`config.mk`:
```
export PLATFORM = sky130hd
export DESIGN_NAME = pipe_reg
export DESIGN_NICKNAME = d
export VERILOG_FILES = /design/src/rtl/pipe_stage.sv /design/src/rtl/pipe_reg.sv
export SDC_FILE = /design/constraint.sdc
export NUM_CORES = 1
export LEC_CHECK = 0
export ABC_AREA = 1
export CORE_UTILIZATION = 41
export CTS_CLUSTER_SIZE = 10
export DETAILED_ROUTE_END_ITERATION = 8
export PLACE_DENSITY = 0.8
export SETUP_SLACK_MARGIN = 0.5
export SLEW_MARGIN = 15
export SYNTH_ARGS = -nofsm -noshare
export SYNTH_HDL_FRONTEND = slang
export SYNTH_SLANG_ARGS = --single-unit
```
`constraint.sdc`:
```
create_clock -name clk -period 0.9 [get_ports clk]
set_input_delay 0.18 -clock clk [delete_from_list [all_inputs] [get_ports clk]]
set_output_delay 0.18 -clock clk [all_outputs]
set_load 0.1 [all_outputs]
```
`src/rtl/pipe_stage.sv`:
```
// One pipeline slot: a valid flag and a data word. Data loads only on an accepted
// transfer into this slot; a flush empties the slot but leaves its data untouched.
module pipe_stage #(
    parameter int WIDTH = 6
) (
    input  logic             clk_i,
    input  logic             rst_ni,
    input  logic             flush_i,
    input  logic             up_vld_i,
    input  logic [WIDTH-1:0] up_dat_i,
    input  logic             rdy_i,
    output logic             vld_o,
    output logic [WIDTH-1:0] dat_o
);

    logic             vld_q;
    logic             vld_d;
    logic [WIDTH-1:0] dat_q;
    logic [WIDTH-1:0] dat_d;
    logic             load;

    // rdy_i high means this slot is empty or drains this cycle, so it takes whatever
    // the sender offers (possibly nothing).
    always_comb begin
        vld_d = vld_q;
        dat_d = dat_q;
        load  = up_vld_i & rdy_i & ~flush_i;
        if (flush_i) begin
            vld_d = 1'b0;
        end else if (rdy_i) begin
            vld_d = up_vld_i;
        end
        if (load) begin
            dat_d = up_dat_i;
        end
    end

    always_ff @(posedge clk_i or negedge rst_ni) begin
        if (!rst_ni) begin
            vld_q <= 1'b0;
            dat_q <= '0;
        end else begin
            vld_q <= vld_d;
            dat_q <= dat_d;
        end
    end

    assign vld_o = vld_q;
    assign dat_o = dat_q;

endmodule

```
`src/rtl/pipe_reg.sv`:
```
// DEPTH-stage valid/ready register pipeline with a combinational ready chain,
// synchronous flush and an occupancy counter.
//
// Handshake: a word moves across a boundary exactly when the sender's valid and the
// receiver's ready are both high at a rising edge; ready never looks at valid.
module pipe_reg #(
    parameter int WIDTH = 6,
    parameter int DEPTH = 2,
    localparam int CW   = $clog2(DEPTH + 1)
) (
    input  logic             clk,
    input  logic             rst,
    input  logic [WIDTH-1:0] in_data,
    input  logic             in_valid,
    output logic             in_ready,
    output logic [WIDTH-1:0] out_data,
    output logic             out_valid,
    input  logic             out_ready,
    input  logic             flush,
    output logic [CW-1:0]    count
);

    logic [DEPTH-1:0] vld;
    logic [DEPTH-1:0] rdy;
    logic [DEPTH-1:0] up_vld;
    logic [WIDTH-1:0] dat    [DEPTH];
    logic [WIDTH-1:0] up_dat [DEPTH];

    logic [CW-1:0] count_q;
    logic [CW-1:0] count_d;
    logic          in_acc;
    logic          out_acc;

    // A stage can take a word if it is empty or its own word moves on this cycle.
    always_comb begin
        rdy          = '0;
        rdy[DEPTH-1] = ~vld[DEPTH-1] | out_ready;
        for (int i = DEPTH - 2; i >= 0; i--) begin
            rdy[i] = ~vld[i] | rdy[i+1];
        end
    end

    for (genvar i = 0; i < DEPTH; i++) begin : g_stage
        if (i == 0) begin : g_head
            assign up_vld[i] = in_valid & ~flush;
            assign up_dat[i] = in_data;
        end else begin : g_body
            assign up_vld[i] = vld[i-1];
            assign up_dat[i] = dat[i-1];
        end

        pipe_stage #(
            .WIDTH(WIDTH)
        ) u_stage (
            .clk_i    (clk),
            .rst_ni   (rst),
            .flush_i  (flush),
            .up_vld_i (up_vld[i]),
            .up_dat_i (up_dat[i]),
            .rdy_i    (rdy[i]),
            .vld_o    (vld[i]),
            .dat_o    (dat[i])
        );
    end

    assign in_ready  = rdy[0] & ~flush;
    assign out_valid = vld[DEPTH-1];
    assign out_data  = dat[DEPTH-1];

    assign in_acc  = in_valid & in_ready;
    assign out_acc = out_valid & out_ready;

    // Occupancy cannot wrap: accepts are refused when full unless a word also leaves.
    always_comb begin
        count_d = count_q;
        if (flush) begin
            count_d = '0;
        end else if (in_acc && !out_acc) begin
            count_d = count_q + CW'(1);
        end else if (!in_acc && out_acc) begin
            count_d = count_q - CW'(1);
        end
    end

    always_ff @(posedge clk or negedge rst) begin
        if (!rst) begin
            count_q <= '0;
        end else begin
            count_q <= count_d;
        end
    end

    assign count = count_q;

endmodule

```
* Word-level counts from Yosys, hierarchy flattened
Cells that the tools add are included.
** Word-level totals
- Flip-flop bits (word level) :: 16
- Input bits :: 11
- Output and inout port bits :: 10
- Logic and storage cells :: 34
** Operators by class
- Add/subtract/negate cells :: 2
- Mux-type cells :: 7
- Bitwise operators :: 13
- Reduce and logical (&&, ||, !) cells :: 7
** Operators with widths (number)
- bitwise AND 1 bit :: 8
- two-way mux 2 bit :: 3
- two-way mux 1 bit :: 4
- nonzero test 2 bit :: 2
- inverter 1 bit :: 3
- nonzero test 3 bit :: 1
- adder 2 x 1 -> 2 bit, second input constant :: 1
- logical AND 1 bit :: 2
- zero test 1 bit :: 2
- OR 1 bit :: 2
- subtractor 2 x 1 -> 2 bit, second input constant :: 1

* Logic depth before layout (Yosys ltp)
- Word-level depth :: 10
- Gate-level depth with buffers :: 8
- Gate-level depth less buffers :: 8

* Cells and area by module
A second synthesis with hierarchy kept.
** Unflattened totals
- Cells, all modules :: 95
- Area total of the unflattened synthesis :: 797.0 sq um
** By module, submodules not included
- pipe_stage :: times used 2, cells each 31, area an instance 295.3 sq um, seq. area each 175.2 sq um
- pipe_reg :: times used 1, cells each 33, area an instance 206.4 sq um, seq. area each 50.0 sq um

* Worst setup path before layout
Ideal clock, no wire load.
- Path kind :: register to output
- Start point :: register g_stage[1].u_stage.vld_q
- End point :: output in_ready
- Data arrival time :: 1.642 ns
- Data required time :: 0.720 ns
- Setup slack :: -0.922 ns
- Cell stages (with the launch flop) :: 4
- Path buffers :: 0
- Path through :: dfrtp_1 > nand3_2 > nand2_1 > inv_1
** Between the ends
- Cells in the longest elaborated chain, start to end :: 4
** RTL lines
- start, declared :: line pipe_stage.sv:16 : logic vld_q;
- start signal, assigned :: line pipe_stage.sv:43 : vld_q <= vld_d;
- inverter 1 bit :: line pipe_reg.sv:37 : rdy[DEPTH-1] = ~vld[DEPTH-1] | out_ready;
- OR 1 bit :: line pipe_reg.sv:37
- OR 1 bit :: line pipe_reg.sv:39 : rdy[i] = ~vld[i] | rdy[i+1];
- bitwise AND 1 bit :: line pipe_reg.sv:66 : assign in_ready = rdy[0] & ~flush;
- end, declared :: line pipe_reg.sv:15 : output logic in_ready,
Every way passes these cells.

* Final worst setup path
Same ends and word-level chain as after synthesis.

==> impl_summary.log <==
INFO  metric status = complete, but fails checks
INFO  metric violations = negative setup slack
INFO  metric max_freq = 0.724 GHz
INFO  metric timing.reg2reg.worst_path_depth = 9
INFO  metric seqCellArea = between 400 and 500 um^2
INFO  metric routabilityCongestion = ~0.75
INFO  metric final_layout_size_suffix_gt1_share = 43.5%
INFO  metric die_y = approximately 45 um
INFO  metric globalRouteOverflowTotal = 0
INFO  metric critical_path_arrival = between 1 and 1.5 ns
INFO  metric routed_via_density = roughly 4.6
INFO  metric floorplan.initialDensity = 43.8%
INFO  metric wl_per_cell = between 10 and 15 um
INFO  metric finalWorstPathRequiredPeriod = 1.38 ns
INFO  metric diodes = 0
INFO  metric maxSlewViolCount = 0
INFO  metric nNetsFinal = ~140
INFO  metric ys_seq_elements = 16
INFO  metric critical_path.max_stage_delay = approximately 0.52 ns
INFO  metric crit_slowest_cell = dfrtp_4
INFO  metric initial_antenna_violation_count = 0
INFO  metric ordered_cell_list_for_the_critical_path = nand3_4 -> nand2_4 -> clkinvlp_4 -> buf_12
INFO  metric htree_num_levels = 1
INFO  metric min_period_over_period = 154%
INFO  metric relSlewSlack = around 80%
INFO  metric vias = between 600 and 700
INFO  metric holdCritPathClass = in2async
INFO  metric drc = 0
INFO  metric pwr_density_cell = slightly above 2000 nW/um^2
INFO  metric area_growth_from_synthesis_to_final_layout = 76.4%
INFO  metric via_count_of_the_first_global_routing_pass = between 600 and 700
INFO  metric slack_of_the_worst_reg_to_reg_path = -0.40 ns
INFO  metric max_cap_violations = 0
INFO  metric final_area = approximately 1300 um^2
INFO  metric synth.yosys.warnings = 0
INFO  metric nature_of_the_critical_path_startpoint = flip-flop
INFO  metric cts_hold_repair.buffers = 0
INFO  metric io-pin-count = 21
INFO  metric synth_area = approximately 760 um^2
INFO  metric synth_fp_nets = 100
INFO  metric worst-slew-pin-transition = ~0.32 ns
INFO  metric clock_sinks = 16
INFO  metric clk-insertion-delay-late = about 0.30 ns
INFO  metric placement.cell_area = 1130 um^2
INFO  metric floorplan.die_area = ~2000 um^2
INFO  metric post_synth_num_cell_types = 14
INFO  metric multi_input_area = approximately 300 um^2
INFO  metric worst_flop_to_flop_path_endpoint = count[1]
INFO  metric timing.critical_path.to_type = output port
INFO  metric path_class = reg2out
INFO  metric setup_ws = -0.482 ns
INFO  metric nFillCells = around 110
INFO  metric clock_tree.root_cell = clkbuf_4
INFO  metric fp.dieW = 45.2 um
INFO  metric detail_route.wirelength = ~1900 um
INFO  metric skew = approximately 0.0073 ns
INFO  metric report.final.setup_viol = 26
INFO  metric clk_pin_slew_worst_paths = 0.10 ns
INFO  metric grt_max_degree = 17
INFO  metric count_of_buffers_from_port_buffering = 20
INFO  metric leakage = about 0.64 nW
INFO  metric tritoncts.num_buffers = 3
INFO  metric worst_ir_drop_vdd = roughly 1.2 mV
INFO  metric synth.yosys.seq_area_share = roughly 52%
INFO  metric global_route_wire_length_before_repair = roughly 2800 um
INFO  metric critical_path.max_fanout = 4
INFO  metric core-area = ~1700 um^2
INFO  metric postSynthAreaPerCell = 8.59 um^2
INFO  metric setup_repair_after_global_routing_missed_its_margin = yes
INFO  metric report.power.total = between 0.002 and 0.003 W
INFO  metric grtUsageTotal = 20.4%
INFO  metric drtPass1Iterations = 4
INFO  metric netlist_instances = 89
INFO  metric ant_nets = 0
INFO  metric fp-row-count = 15
INFO  metric tritoncts = done
INFO  metric cp_data_required_time = just over 0.7 ns
INFO  metric reg2reg_from = g_stage[1].u_stage.vld_o
INFO  metric final_hold_viol_count = 0
INFO  metric dr.first_iter.drc_count = 7
INFO  metric cts-root-to-sink-buffers = 2
INFO  metric post-dp-hpwl = between 1000 and 1500 um
==> report_power, final <==
| group | internal (W) | switching, W | leakage [nW] | total (W) |
|---|---|---|---|---|
| registers | 0.000831 | 0.0000918 | 0.198 | 0.000923 |
| logic | 0.000530 | 0.000775 | 0.420 | 0.00130 |
| clock network | 0.000247 | 0.000254 | 0.0210 | 0.000501 |
| total | 0.00161 | 0.00112 | 0.640 | 0.00273 |
==> cell usage in the layout (no fill, tap or decap) <==
cell	synthesis	layout
buf_16	0	1
o21ai_1	3	6
o21ai_0	7	4
nor2_2	1	1
nand2_2	0	3
clkdlybuf4s50_1	0	10
buf_4	6	13
nand3_2	2	1
clkbuf_8	0	1
inv_8	0	1
dfrtp_4	0	3
a21oi_2	1	2
dfrtp_1	16	13
nand2_8	0	1
nand2_4	0	2
inv_1	15	13
buf_12	0	12
inv_2	1	1
buf_6	2	3
nand3_4	0	2
clkbuf_4	0	3
o21ai_2	3	3
nand3_1	3	2
clkinvlp_4	0	1
nand2_1	28	22
==> cells in the mapped netlist <==
library cell,n,area [um^2]
buf_4,6,45.0
o21ai_1,3,15.0
inv_2,1,3.75
o21ai_2,3,26.3
nand2_1,28,105
a21oi_2,1,8.76
nand3_1,3,15.0
buf_6,2,22.5
o21ai_0,7,35.0
nand3_2,2,20.0
a21oi_1,1,5.00
nor2_2,1,6.26
inv_1,15,56.3
dfrtp_1,16,400
==> sequential cells by signal, summed over array words and instances (netlist names) <==
signal,flops
g_stage.u_stage.vld_o,2
count,2
g_stage.u_stage.dat_o,12
==> through the flow <==
stage	setup TNS, ns	util [%]	std cells	hold WS [ns]	setup slack, ns
6_report	-7.52	77.3	149	0.192	-0.482
5_1_grt	-8.85	77.3	149	0.197	-0.508
4_1_cts	-7.08	73.3	143	0.201	-0.473
3_5_place_dp	-7.33	64.8	133	0.506	-0.473
3_3_place_gp	-6.62	64.8	133	0.496	-0.418
2_1_floorplan	-5.22	-	89	-0.116	-0.513
==> per-layer routing <==
metal	vias up	wire length (um)	GRT usage [%]
met2	17	997	33.0
li1	337	-	-
met5	-	0	0
met1	320	729	23.4
met3	7	76	6.00
met4	0	55	12.7
==> critical path, delay by kind of cell, from the launching register on <==
family                 cells  cell delay (ns)
AND/OR/NAND/NOR            2             0.13
buffers and inverters      2             0.24
flip-flops                 1             0.52
==> logic make-up after synthesis <==
group | after synthesis | share of synthesized area, %
AND/OR/NAND/NOR | 34 | 19.1
AO/OA/AOI/OAI | 15 | 11.8
buffers and inverters | 24 | 16.7
flip-flops | 16 | 52.4
==> area by class of cell <==
type,instances,area share (%)
inverter,16,5.29
multi-input combinational,49,22.2
tap,25,2.32
timing repair buffer,39,37.0
clock buffer,4,2.69
sequential,16,30.5
==> how the worst max path moves through the flow <==
stage	start	end	slack (ns)	cells after the start
after floorplan	g_stage[1].u_stage.vld_o	in_ready	-0.51	3
after global placement	out_ready	in_ready	-0.42	6
after detailed placement	out_ready	count[1]	-0.47	8
after CTS	g_stage[1].u_stage.vld_o	in_ready	-0.47	4
after global routing	g_stage[1].u_stage.vld_o	in_ready	-0.51	4
final	g_stage[1].u_stage.vld_o	in_ready	-0.48	4
==> repair_timing <==
item | 4_1_cts | 5_1_grt
gates cloned | 1 | 0
setup endpoints to repair | 26 | 26
gates resized for setup | 17 | 6
setup buffers | 5 | 6
pin swaps | 4 | 5
Power figures use the tool's default switching activity.
